**src/rtl/lsram_fifo_pkg.sv**
```systemverilog
// rtl/lsram_fifo_pkg.sv - shared types and sizing constants for the LSRAM FIFO controller
package lsram_fifo_pkg;

  localparam int FIFO_DATA_W = 32;
  localparam int FIFO_ADDR_W = 9;
  localparam int FIFO_DEPTH  = 512;

  typedef enum logic [1:0] {
    H_EMPTY = 2'd0,
    H_PEND  = 2'd1,
    H_HOLD  = 2'd2
  } head_state_e;

endpackage

```
**src/rtl/lsram_fifo_ctrl.sv**
```systemverilog
// rtl/lsram_fifo_ctrl.sv - FWFT FIFO controller for an external 512x32 two-port LSRAM
// Optional sticky OVERFLOW/UNDERFLOW status under macro LSRAM_FIFO_CTRL_STATUS_EN.
module lsram_fifo_ctrl
  import lsram_fifo_pkg::*;
#(
  parameter int DATA_W = FIFO_DATA_W,
  parameter int ADDR_W = FIFO_ADDR_W
) (
  input  logic              CLK,
  input  logic              RESET,
  input  logic              WE,
  input  logic [DATA_W-1:0] DATA_IN,
  input  logic              RE,
  output logic [DATA_W-1:0] DATA_OUT,
  output logic              EMPTY,
  output logic              FULL,
  output logic [ADDR_W:0]   COUNT,
  output logic              OVERFLOW,
  output logic              UNDERFLOW,
  output logic [DATA_W-1:0] RAM_W_DATA,
  output logic [ADDR_W-1:0] RAM_W_ADDR,
  output logic              RAM_W_EN,
  output logic [ADDR_W-1:0] RAM_R_ADDR,
  output logic              RAM_R_EN,
  input  logic [DATA_W-1:0] RAM_R_DATA
);

  localparam int            DEPTH   = 2 ** ADDR_W;
  localparam logic [ADDR_W:0] DEPTH_C = (ADDR_W + 1)'(DEPTH);

  head_state_e       state_q;
  logic [ADDR_W-1:0] wr_ptr_q, wr_ptr_d;
  logic [ADDR_W-1:0] rd_ptr_q, rd_ptr_d;
  logic [ADDR_W:0]   ram_cnt_q, ram_cnt_d;
  logic [ADDR_W:0]   count_q, count_d;
  logic [DATA_W-1:0] out_reg_q;

  logic full, empty, push_ok, pop_ok, ram_avail, rd_issue;

  assign full      = (count_q == DEPTH_C);
  assign empty     = (state_q == H_EMPTY);
  assign push_ok   = WE & ~full & ~RESET;
  assign pop_ok    = RE & ~empty & ~RESET;
  // Registered RAM occupancy only: a same-cycle push is never read back immediately.
  assign ram_avail = (ram_cnt_q != '0);

  always_comb begin
    rd_issue = 1'b0;
    if (!RESET) begin
      case (state_q)
        H_EMPTY: rd_issue = ram_avail;
        default: rd_issue = pop_ok & ram_avail;
      endcase
    end
  end

  always_comb begin
    wr_ptr_d  = wr_ptr_q + ADDR_W'(push_ok);
    rd_ptr_d  = rd_ptr_q + ADDR_W'(rd_issue);
    ram_cnt_d = ram_cnt_q;
    case ({push_ok, rd_issue})
      2'b10:   ram_cnt_d = ram_cnt_q + 1'b1;
      2'b01:   ram_cnt_d = ram_cnt_q - 1'b1;
      default: ram_cnt_d = ram_cnt_q;
    endcase
    count_d = count_q;
    case ({push_ok, pop_ok})
      2'b10:   count_d = count_q + 1'b1;
      2'b01:   count_d = count_q - 1'b1;
      default: count_d = count_q;
    endcase
  end

  always_ff @(posedge CLK) begin
    if (RESET) begin
      state_q   <= H_EMPTY;
      wr_ptr_q  <= '0;
      rd_ptr_q  <= '0;
      ram_cnt_q <= '0;
      count_q   <= '0;
      out_reg_q <= '0;
    end else begin
      wr_ptr_q  <= wr_ptr_d;
      rd_ptr_q  <= rd_ptr_d;
      ram_cnt_q <= ram_cnt_d;
      count_q   <= count_d;
      case (state_q)
        H_EMPTY: begin
          if (ram_avail) state_q <= H_PEND;
        end
        H_PEND: begin
          if (pop_ok) begin
            state_q <= ram_avail ? H_PEND : H_EMPTY;
          end else begin
            out_reg_q <= RAM_R_DATA;
            state_q   <= H_HOLD;
          end
        end
        H_HOLD: begin
          if (pop_ok) state_q <= ram_avail ? H_PEND : H_EMPTY;
        end
        default: state_q <= H_EMPTY;
      endcase
    end
  end

`ifdef LSRAM_FIFO_CTRL_STATUS_EN
  logic overflow_q, underflow_q;

  always_ff @(posedge CLK) begin
    if (RESET) begin
      overflow_q  <= 1'b0;
      underflow_q <= 1'b0;
    end else begin
      if (WE & full)  overflow_q  <= 1'b1;
      if (RE & empty) underflow_q <= 1'b1;
    end
  end

  assign OVERFLOW  = overflow_q;
  assign UNDERFLOW = underflow_q;
`else
  assign OVERFLOW  = 1'b0;
  assign UNDERFLOW = 1'b0;
`endif

  // In H_PEND the word read last cycle is forwarded straight from the RAM.
  always_comb begin
    case (state_q)
      H_PEND:  DATA_OUT = RAM_R_DATA;
      H_HOLD:  DATA_OUT = out_reg_q;
      default: DATA_OUT = '0;
    endcase
  end

  assign EMPTY      = empty;
  assign FULL       = full;
  assign COUNT      = count_q;
  assign RAM_W_DATA = DATA_IN;
  assign RAM_W_ADDR = wr_ptr_q;
  assign RAM_W_EN   = push_ok;
  assign RAM_R_ADDR = rd_ptr_q;
  assign RAM_R_EN   = rd_issue;

endmodule
```
**config.mk**
```make
export PLATFORM = sky130hd
export DESIGN_NAME = lsram_fifo_ctrl
export DESIGN_NICKNAME = d
export VERILOG_FILES = /design/src/rtl/lsram_fifo_pkg.sv /design/src/rtl/lsram_fifo_ctrl.sv
export SDC_FILE = /design/constraint.sdc
export NUM_CORES = 1
export LEC_CHECK = 0
export ABC_CLOCK_PERIOD_IN_PS = 4600
export CAP_MARGIN = 20
export CORE_UTILIZATION = 25
export CTS_CLUSTER_SIZE = 16
export DETAILED_ROUTE_END_ITERATION = 10
export GPL_ROUTABILITY_DRIVEN = 0
export PLACE_DENSITY_LB_ADDON = 0.3
export SYNTH_ARGS = -nofsm -noshare
export SYNTH_HDL_FRONTEND = slang
export SYNTH_SLANG_ARGS = --single-unit
```
**constraint.sdc**
```tcl
create_clock -name CLK -period 4.6 [get_ports CLK]
set_clock_uncertainty 0.1 [all_clocks]
set_input_delay 0.46 -clock CLK [delete_from_list [all_inputs] [get_ports CLK]]
set_output_delay 0.46 -clock CLK [all_outputs]
set_load 0.01 [all_outputs]
```
# Yosys cells after proc, flatten, opt, wreduce, memory -nomap -nowiden
# Index checks and enable logic that the tools add are counted.
op_classes:
  addsub: 6
  n_eq_ne: 9
  mux: 10
  bitwise_logic: 9
  n_reduce_logical: 6
op_table:
  columns: ["cell", "n"]
  rows:
  - ["$pmux 32 s2", 1]
  - ["$pmux 10 s2", 2]
  - ["$add 10x1->10 const B", 2]
  - ["$sub 10x1->10 const B", 2]
  - ["$add 9x1->9", 2]
  - ["$eq 10x10->1 const B", 1]
  - ["$reduce_bool 10->1", 1]
  - ["$eq 2x1->1 const B", 3]
  - ["$eq 2x2->1 const B", 3]
  - ["$mux 2", 3]
  - ["$pmux 2 s3", 1]
  - ["$and 1x1->1", 5]
  - ["$not 1->1", 4]
  - ["$reduce_and 2->1", 2]
  - ["$reduce_bool 2->1", 2]
  - ["$mux 1", 3]
  - ["$logic_not 2->1", 1]
  - ["$ne 2x1->1 const B", 1]
  - ["$ne 2x2->1 const B", 1]
totals:
  ff_bits: 72
  input_bits: 68
  out_inout_bits: 98
  wordCells: 46

# Depth between registers and ports, before layout
# Gate-level depths: netlist of run 1.
depth:
  depth_word: 9
  ltp_mapped: 12
  depth_no_buf: 11

# Worst setup path after synthesis of run 1
# No wires, ideal clock.
synth_path:
  path_kind: "input -> register"
  startpoint: "in RESET"
  endpoint: "reg ram_cnt_q[9]"
  arrival_time_ns: 3.085
  slack_ns: 1.353
  cell_stages: 11
  path_cell_list: "buf_2 -> buf_2 -> buf_2 -> nor3_1 -> ha_1 -> ha_1 -> a21oi_2 -> o21ai_1 -> or4b_1 -> o21a_1 -> nand3_1"
synth_via:
  elab_chain_len: 7
synth_lines:
  columns: ["item", "line", "source"]
  rows:
  - ["start: declaration", "lsram_fifo_ctrl.sv:10", "input logic RESET,"]
  - ["$not 1->1", "lsram_fifo_ctrl.sv:43", "assign pop_ok = RE & ~empty & ~RESET;"]
  - ["$and 1x1->1", "lsram_fifo_ctrl.sv:43", null]
  - ["$and 1x1->1", "lsram_fifo_ctrl.sv:52", "default: rd_issue = pop_ok & ram_avail;"]
  - ["$mux 1", "lsram_fifo_ctrl.sv:50", "case (state_q)"]
  - ["$mux 1 *", "lsram_fifo_ctrl.sv:49", "if (!RESET) begin"]
  - ["named net RAM_R_EN", "lsram_fifo_ctrl.sv:24", "output logic RAM_R_EN,"]
  - ["$eq 2x1->1 or $eq 2x2->1 (tied branches)", "lsram_fifo_ctrl.sv:61", "case ({push_ok, rd_issue})"]
  - ["$pmux 10 s2 or $reduce_bool 2->1 (tied branches)", null, null]
  - ["end signal: assignment", "lsram_fifo_ctrl.sv:85", "ram_cnt_q <= ram_cnt_d;"]
  - ["end: declaration", "lsram_fifo_ctrl.sv:34", "logic [ADDR_W:0] ram_cnt_q, ram_cnt_d;"]
# The timed path passes the listed nets; every way through them passes the cells marked *.
# A chain may end at the register's enable or synchronous reset.

# Worst setup path in the final report of run 1
layout_path:
  startpoint: "reg ram_cnt_q[0]"
  endpoint: "reg ram_cnt_q[9]"
layout_via:
  elab_chain_len: 6
layout_lines:
  columns: ["item", "line", "source"]
  rows:
  - ["$reduce_bool 10->1", "lsram_fifo_ctrl.sv:45", "assign ram_avail = (ram_cnt_q != '0);"]
  - ["$and 1x1->1", "lsram_fifo_ctrl.sv:52", null]
  - ["$mux 1", "lsram_fifo_ctrl.sv:50", null]
  - ["$mux 1", "lsram_fifo_ctrl.sv:49", null]
  - ["$eq 2x1->1 or $eq 2x2->1 (tied branches)", "lsram_fifo_ctrl.sv:61", null]
  - ["$pmux 10 s2 or $reduce_bool 2->1 (tied branches)", null, null]
# Parallel ways exist; a longest one is shown, timed or not.

==> results_dict.tcl, run 1 <==
set metrics [dict create \
    crit_fanout 13 \
    yosys.area.top_type "dfxtp_1" \
    synth_seq_cells 72 \
    finalMaxSlewViolations 0 \
    synth_top_area_share_pct 32.1 \
    fin_crit_sh_pct 79.3 \
    drtIter0Drc 143 \
    clockPowerShare_pct 26.6 \
    num-fill-cells 1792 \
    cp-start-kind "flop" \
    peakVddDrop_mv 0.219 \
    rows 48 \
    grt_max_degree 48 \
    grtUsageTotal_pct 12.9 \
    setup_viol 0 \
    via_per_inst 4.81 \
    p_int_mw 1.75 \
    vias 4056 \
    firstDrtPassIters 5 \
    max_freq_ghz 0.274 \
    ctsHoldBuffers 0 \
    tightest_slew_ns 1.08 \
    cts_resized 0 \
    clock_path_buffers 2 \
    yosys.cell_types.count 51 \
    wl_per_cell_um 14.1 \
    die_h_um 136 \
    antenna_found_initial 0 \
    design_area_um2 5710 \
    finalPower_mw 2.81 \
    grt_pass1_vias 3930 \
    ant_nets 0 \
    grt_pass1_wl_um 18700 \
    min_period_ns 3.65 \
    path_clk_slew_ns 0.06 \
    finalNonFillerCells 844 \
    ys_seq_area_share_pct 32.1 \
    p_leak_nw 2.06 \
    wirelength_um 11900 \
    cts_tree "built" \
    synthFlopType "dfxtp_1" \
    finalHoldViolations 0 \
    initial_core_util_pct 25.7 \
    dpl_cell_area_um2 5390 \
    synth-async-reset-ratio_pct 0 \
    hpwl_um 8420 \
    crit_arrival_ns 3.83 \
    finalNetCount 710 \
    min_path_type "flop to flop" \
    grt_overflow_total 0 \
    critPathMaxStageDelay_ns 0.65 \
    cp-startpoint "ram_cnt_q[0]" \
    diodes 0 \
    cts_sinks 72 \
    swShare_pct 37.5 \
    slew_headroom_pct 27.9 \
    ios 166 \
    drive_gt1_share_pct 4.85 \
    path_delay_family "simple AND/OR/NAND/NOR gates" \
    cts_root_buffer "clkbuf_16" \
    area_growth_pct 27.2 \
    place_inst 828 \
    die_x_um 136 \
    synth.area.top_cells "dfxtp_1, ha_1, nand2_1" \
    maxCapViolations 0 \
    ys_warn_count 0 \
    place_ws_ns 0.752 \
    cts_htree_levels 3 \
    worstSetupPathType "flop to flop" \
    worstPathRequired_ns 4.78 \
    tns_ns 0 \
    crit_path_end_kind "flop" \
    drc 0 \
    insertion_delay_ns 0.34 \
    die_area_um2 18500 \
    post_cts.repair.setup_buffers 0 \
    path_buf_inv 1 \
    seqPwrFrac_pct 29.3 \
    worstHoldStart "out_reg_q[27]" \
    cts_buffers 9 \
    port_buffers 99 \
    run_status "completed" \
    combPwrFrac_pct 44.1 \
    worstPathCellList "nor4_1 -> nand3_1 -> inv_1 -> nor3_1 -> ha_1 -> ha_1 -> a21oi_2 -> o21ai_1 -> or4b_1 -> o21a_1 -> nand3_1" \
    syn_inst 564 \
    coreArea_um2 17400 \
    powerDensity_nw_per_um2 492 \
    ys_top_cells_by_count "nand2_1, dfxtp_1, a21oi_1" \
    post-synth-top-count-cell "nand2_1" \
    fin_ws_ns 0.952 \
    cp_slowest_cell "nor3_1" \
    r2r-start "ram_cnt_q[0]" \
    synth_edf_count 0 \
    avgSynthCellArea_um2 7.95 \
    rsz0062_at_grt "false" \
    syn_area_um2 4480 \
    p_sw_mw 1.05 \
]
worst min-delay path, cell delays in order (launching register included):
cell and delay (ns):
dfxtp_1 0.31, nand2_1 0.05, a21oi_1 0.05
registers in the layout, summed over array words and instances, names as in the netlist:
signal and count:
RAM_W_ADDR 9, out_reg_q 32, RAM_R_ADDR 9, COUNT 10, state_q 2, ram_cnt_q 10
power groups by stage:
stage | registers (mW) | clock network (mW) | logic (mW)
after CTS | 0.822 | 0.768 | 1.25
final | 0.823 | 0.746 | 1.24
after global routing | 0.839 | 0.800 | 1.38
after detailed placement | 0.835 | 0 | 1.25
after floorplan | 0.822 | 0 | 0.881
after global placement | 0.829 | 0 | 1.22
metrics by stage:
stage | utilization [%] | hold WS [ns]
finish | 32.8 | 0.354
global route | 32.8 | 0.376
CTS | 32.8 | 0.358
detailed placement | 31.0 | 0.350
global placement | 31.0 | 0.342
floorplan | - | 0.337
cells by family (layout without fill, tap and decap cells):
family / Yosys count / in the layout / share of synthesized area [%]
AND/OR/NAND/NOR: 224 / 224 / 25.2
flip-flops: 72 / 72 / 32.1
AO/OA/AOI/OAI: 142 / 142 / 20.3
buffers and inverters: 76 / 130 / 9.77
multiplexers: 8 / 8 / 1.79
adder cells (fa/ha/maj): 28 / 28 / 8.15
XOR/XNOR: 13 / 13 / 2.54
other: 1 / 2 / 0.0836
per-layer routing:
| layer | wire, um | part of all wire [%] | track usage [%] | up-vias |
|---|---|---|---|---|
| li1 | - | - | - | 2066 |
| met1 | 5470 | 46 | 15.0 | 1883 |
| met2 | 5630 | 47 | 22.5 | 98 |
| met3 | 653 | 5.5 | 3.73 | 9 |
| met4 | 106 | 0.89 | 4.57 | 0 |
| met5 | 0 | 0 | 0 | - |
final timing paths:
path / end / slack (ns) / cells after the start
min: out_reg_q[27] / 0.35 / 2
max: ram_cnt_q[9] / 0.95 / 11
max reg2reg: ram_cnt_q[9] / 0.95 / 11
min reg2reg: out_reg_q[27] / 0.35 / 2
layout by cell type (no fill, tap or decap), drive strengths merged, types with 7 or more instances in the layout:
| cell type | n |
|---|---|
| nor3 | 7 |
| dfxtp | 72 |
| inv | 10 |
| a21oi | 53 |
| ha | 26 |
| a22oi | 32 |
| nor4 | 9 |
| o21ai | 22 |
| clkbuf | 10 |
| xor2 | 8 |
| or3 | 9 |
| nor2b | 40 |
| nor2 | 28 |
| clkdlybuf4s50 | 98 |
| mux2i | 8 |
| nand2 | 77 |
| nand3 | 28 |
cell type report:
| class | instances | area (um^2) | area share (%) |
|---|---|---|---|
| clock inverter | 6 | 83.8 | 1.47 |
| sequential | 72 | 1440 | 25.3 |
| tap | 225 | 282 | 4.93 |
| clock buffer | 10 | 229 | 4.01 |
| timing repair buffer | 104 | 1020 | 17.9 |
| multi-input combinational | 417 | 2610 | 45.7 |
| inverter | 10 | 37.5 | 0.658 |
Power figures use the tool's default switching activity.
==> inputs of run 2 (changes only) <==
--- a/config.mk
+++ b/config.mk
@@ -5,7 +5,7 @@
 export SDC_FILE = /design/constraint.sdc
 export NUM_CORES = 1
 export LEC_CHECK = 0
-export ABC_CLOCK_PERIOD_IN_PS = 4600
+export ABC_CLOCK_PERIOD_IN_PS = 3700
 export CAP_MARGIN = 20
 export CORE_UTILIZATION = 25
 export CTS_CLUSTER_SIZE = 16
==> constraint.sdc (replaced) <==
create_clock -name CLK -period 3.7 [get_ports CLK]
set_clock_uncertainty 0.1 [all_clocks]
set_input_delay 0.37 -clock CLK [delete_from_list [all_inputs] [get_ports CLK]]
set_output_delay 0.37 -clock CLK [all_outputs]
set_load 0.01 [all_outputs]
==> run 2 against run 1 <==
- wire length down 0.19%
- combinational power is 25% higher
- setup slack lost 0.41 ns
- final cell count rose by 0.36%
- utilization up 0.29 points
- critical path type unchanged
- largest power group unchanged
==> results_dict.tcl, run 2 (same netlist as run 1, synthesis figures left out) <==
set metrics [dict create \
    vias 4131 \
    ant_nets 0 \
    tns_ns 0 \
    cts_root_buffer "clkbuf_16" \
    coreArea_um2 17400 \
    finalPower_mw 3.56 \
    critPathMaxStageDelay_ns 0.52 \
    top_register "out_reg_q" \
    diodes 0 \
    min_period_ns 3.16 \
    peakVddDrop_mv 0.207 \
    finalHoldViolations 0 \
    cts_buffers 9 \
    r2r_cells 11 \
    cp_slowest_cell "ha_1" \
    drive_gt1_share_pct 5.47 \
    crit_top_cell "ha_1" \
    powerDensity_nw_per_um2 619 \
    rows 48 \
    max_freq_ghz 0.317 \
    p_leak_nw 2.08 \
    tightest_slew_ns 1.03 \
    finalMaxSlewViolations 0 \
    die_h_um 136 \
    final_common_cell "clkdlybuf4s50_1" \
    cts_htree_levels 3 \
    ios 166 \
    worstSetupPathType "flop to flop" \
    worstPathRequired_ns 3.88 \
    final_cell_mix "clkdlybuf4s50_1, nand2_1, dfxtp_1" \
    cts_resized 0 \
    post_cts.repair.setup_buffers 0 \
    maxCapViolations 0 \
    min_path_type "input pin to flop" \
    via_per_inst 4.88 \
    ctsHoldBuffers 0 \
    clock_path_buffers 2 \
    slew_headroom_pct 30.8 \
    initial_core_util_pct 25.7 \
    num-fill-cells 1822 \
    wl_per_cell_um 14.0 \
    crit_fanout 13 \
    insertion_delay_ns 0.34 \
    port_buffers 99 \
    area_growth_pct 28.4 \
    drtIter0Drc 218 \
    run_status "completed" \
    firstDrtPassIters 5 \
    grt_pass1_wl_um 18800 \
    grtUsageTotal_pct 12.9 \
    worstPathCellList "inv_1 -> ha_1 -> nand2b_1 -> nor2_1 -> ha_1 -> ha_1 -> a21oi_2 -> o21ai_2 -> or4b_1 -> o21a_1 -> nand3_2" \
    path_buf_inv 1 \
    largest_reg_flops 32 \
    cp.depth 11 \
    drc 0 \
    cts_tree "built" \
    grt_pass1_vias 3844 \
    cts_sinks 72 \
    crit_arrival_ns 3.34 \
    wirelength_um 11800 \
    crit_path_end_kind "flop" \
    path_delay_family "adder cells" \
    die_x_um 136 \
    die_area_um2 18500 \
    cp-start-kind "flop" \
    fin_crit_sh_pct 85.4 \
    finalNetCount 713 \
    antenna_found_initial 0 \
    path_clk_slew_ns 0.06 \
    hpwl_um 8370 \
    hold_depth 2 \
    grt_overflow_total 0 \
    grt_max_degree 46 \
    setup_viol 0 \
    rsz0062_at_grt "false" \
]
-- run 2: changes by cell type in the layout (fill, tap and decap cells not counted) --
cell,previous run,this run
buf_4,5,8
clkbuf_8,0,3
clkinv_2,3,0
clkinvlp_4,0,2
clkbuf_1,1,0
clkinv_4,1,0
-- run 2: final cells by class --
class,instances,area [um^2],area share [%]
clock buffers,12,267,4.63
clock inverters,4,75.1,1.30
inverters,10,37.5,0.652
multi-input cells,417,2610,45.3
flip-flops and latches,72,1440,25.0
well taps,225,282,4.89
repair buffers,107,1050,18.2
-- run 2: power by group --
part | total (mW) | internal (mW) | switching (mW)
registers | 1.02 | 0.915 | 0.108
logic | 1.55 | 0.689 | 0.865
clock network | 0.985 | 0.645 | 0.339
total | 3.56 | 2.25 | 1.31
-- run 2: final timing paths --
check / startpoint / to / slack, ns
setup / recovery: state_q[0] / COUNT[9] / 0.54
hold reg to reg: out_reg_q[7] / out_reg_q[7] / 0.35
setup reg to reg: state_q[0] / COUNT[9] / 0.54
hold / removal: RESET / RAM_W_ADDR[6] / 0.30
-- run 2: stage by stage --
| stage | std cells | setup slack [ns] | cell area, um^2 | util, % | hold slack [ns] |
|---|---|---|---|---|---|
| 2_1_floorplan | 565 | 0.543 | 4490 | - | 0.337 |
| 3_3_place_gp | 831 | 0.553 | 5420 | 31.1 | 0.343 |
| 3_5_place_dp | 831 | 0.506 | 5420 | 31.1 | 0.347 |
| 4_1_cts | 847 | 0.534 | 5760 | 33.1 | 0.277 |
| 5_1_grt | 847 | 0.215 | 5760 | 33.1 | 0.308 |
| 6_report | 847 | 0.542 | 5760 | 33.1 | 0.297 |
-- run 2: layer usage --
layer	vias up	global-route usage [%]	share of wire, %
met2	124	20.8	45
met5	-	0	0
li1	2069	-	-
met4	0	5.80	2.0
met3	16	3.32	6.8
met1	1922	16.1	46
==> inputs of run 3 (changes only) <==
--- a/config.mk
+++ b/config.mk
@@ -7,10 +7,11 @@
 export LEC_CHECK = 0
 export ABC_CLOCK_PERIOD_IN_PS = 3700
 export CAP_MARGIN = 20
-export CORE_UTILIZATION = 25
+export CORE_UTILIZATION = 45
 export CTS_CLUSTER_SIZE = 16
 export DETAILED_ROUTE_END_ITERATION = 10
 export GPL_ROUTABILITY_DRIVEN = 0
+export GPL_TIMING_DRIVEN = 0
 export PLACE_DENSITY_LB_ADDON = 0.3
 export SYNTH_ARGS = -nofsm -noshare
 export SYNTH_HDL_FRONTEND = slang
==> run 3 against run 2 <==
- setup slack worse by 0.36 ns
- die area fell by 44%
- design area increased by 7.1%
- worst hold slack better by 0.063 ns
- critical endpoint is now ram_cnt_q[6]
- largest cell class unchanged
- first-iteration DRC count is 3.2% higher
- sequential share of layout area decreased by 1.7 points
==> results_dict.tcl, run 3 (same netlist as run 1, synthesis figures left out) <==
set metrics [dict create \
    clockPowerShare_pct 17.5 \
    setup_viol 0 \
    powerDensity_nw_per_um2 536 \
    initial_core_util_pct 46.1 \
    cts_tree "built" \
    grt_pass1_wl_um 19400 \
    final_cell_mix "clkdlybuf4s50_1, nand2_1, dfxtp_1" \
    crit_fanout 13 \
    top_register "out_reg_q" \
    cts_htree_levels 3 \
    r2r-start "COUNT[9]" \
    path_clk_slew_ns 0.08 \
    swShare_pct 40.4 \
    ios 166 \
    rows 36 \
    p_leak_nw 2.34 \
    grt_max_degree 14 \
    cp-startpoint "RESET" \
    diodes 0 \
    vias 4593 \
    cts_sinks 72 \
    worstPathRequired_ns 3.82 \
    tightest_slew_ns 0.537 \
    finalHoldViolations 0 \
    ctsHoldBuffers 0 \
    max_freq_ghz 0.285 \
    final_common_cell "clkdlybuf4s50_1" \
    slew_headroom_pct 64.2 \
    firstDrtPassIters 5 \
    die_x_um 102 \
    ant_nets 0 \
    area_growth_pct 37.5 \
    rsz0062_at_grt "false" \
    peakVddDrop_mv 0.247 \
    p_sw_mw 1.33 \
    cp-start-kind "input pin" \
    worstHoldStart "out_reg_q[4]" \
    post_cts.repair.setup_buffers 0 \
    finalMaxSlewViolations 0 \
    drc 0 \
    worst_hold_slack_ns 0.360 \
    clock_path_buffers 2 \
    p_int_mw 1.97 \
    largest_reg_flops 32 \
    fin_crit_sh_pct 95.0 \
    grtUsageTotal_pct 23.4 \
    combPwrFrac_pct 51.5 \
    seqPwrFrac_pct 31.0 \
    via_per_inst 5.44 \
    min_path_type "flop to flop" \
    hpwl_um 9010 \
    coreArea_um2 9730 \
    fin_ws_ns 0.186 \
    cts_buffers 9 \
    die_area_um2 10400 \
    drtIter0Drc 225 \
    run_status "completed" \
    place_ws_ns -0.506 \
    die_h_um 102 \
    cts_root_buffer "clkbuf_8" \
    antenna_found_initial 0 \
    drive_gt1_share_pct 10.8 \
    insertion_delay_ns 0.34 \
    maxCapViolations 0 \
    wl_per_cell_um 14.4 \
    crit_path_end_kind "flop" \
    worstSetupPathType "input pin to flop" \
    finalNetCount 803 \
    utilization_pct 63.4 \
    grt_pass1_vias 4320 \
    crit_arrival_ns 3.63 \
    num-fill-cells 878 \
    port_buffers 131 \
    min_period_ns 3.51 \
    wirelength_um 12100 \
    grt_overflow_total 0 \
]
-- run 3: metal layers --
| metal | track usage [%] | routed length [um] |
|---|---|---|
| met3 | 4.31 | 753 |
| met4 | 8.90 | 232 |
| met2 | 41.2 | 6100 |
| met1 | 28.3 | 5030 |
| met5 | 0 | 0 |
-- run 3: path summary, 6_finish.rpt --
kind                            cells after the start            to  slack [ns]
worst max-delay path                               12  ram_cnt_q[6]        0.19
worst min-delay path                                2  out_reg_q[4]        0.36
worst max register to register                     10      COUNT[9]        0.27
worst min register to register                      2  out_reg_q[4]        0.36
-- run 3: area by class of cell --
class / instances / area (um^2) / area share [%]
multi-input cells: 417 / 2630 / 42.6
flip-flops and latches: 72 / 1440 / 23.4
repair buffers: 131 / 1310 / 21.3
plain buffers: 66 / 402 / 6.51
well taps: 133 / 166 / 2.70
clock buffers: 11 / 151 / 2.46
inverters: 10 / 37.5 / 0.609
clock inverters: 4 / 30.0 / 0.487
-- run 3: repair_timing --
action                     in CTS  in global routing
pin swaps                       1                  0
gates resized for setup         2                  3
setup endpoints to repair       4                  5
-- run 3: power groups by stage --
stage	Combinational, mW	Sequential [mW]	Clock, mW
2_1_floorplan	1.10	1.02	0
3_3_place_gp	1.61	1.03	0
3_5_place_dp	1.66	1.04	0
4_1_cts	1.68	1.02	0.583
5_1_grt	1.87	1.04	0.619
6_report	1.70	1.02	0.577
-- run 3: worst max-delay path: stages --
cell and delay, ns:
clkdlybuf4s50_1 0.57, buf_2 0.26, buf_2 0.20, buf_2 0.22, nor3_2 0.39, ha_4 0.30, ha_1 0.30, a21o_1 0.21
a31oi_1 0.29, a21boi_0 0.18, mux2i_1 0.20, o211ai_1 0.11
-- run 3: per-stage QoR --
step	instance area [um^2]	instances	power, mW	TNS [ns]
6_report	6170	844	3.30	0
5_1_grt	6170	844	3.53	0
4_1_cts	6150	844	3.28	0
3_5_place_dp	5970	829	2.70	-3.29
3_3_place_gp	5970	829	2.64	-3.28
2_1_floorplan	4490	565	2.12	0
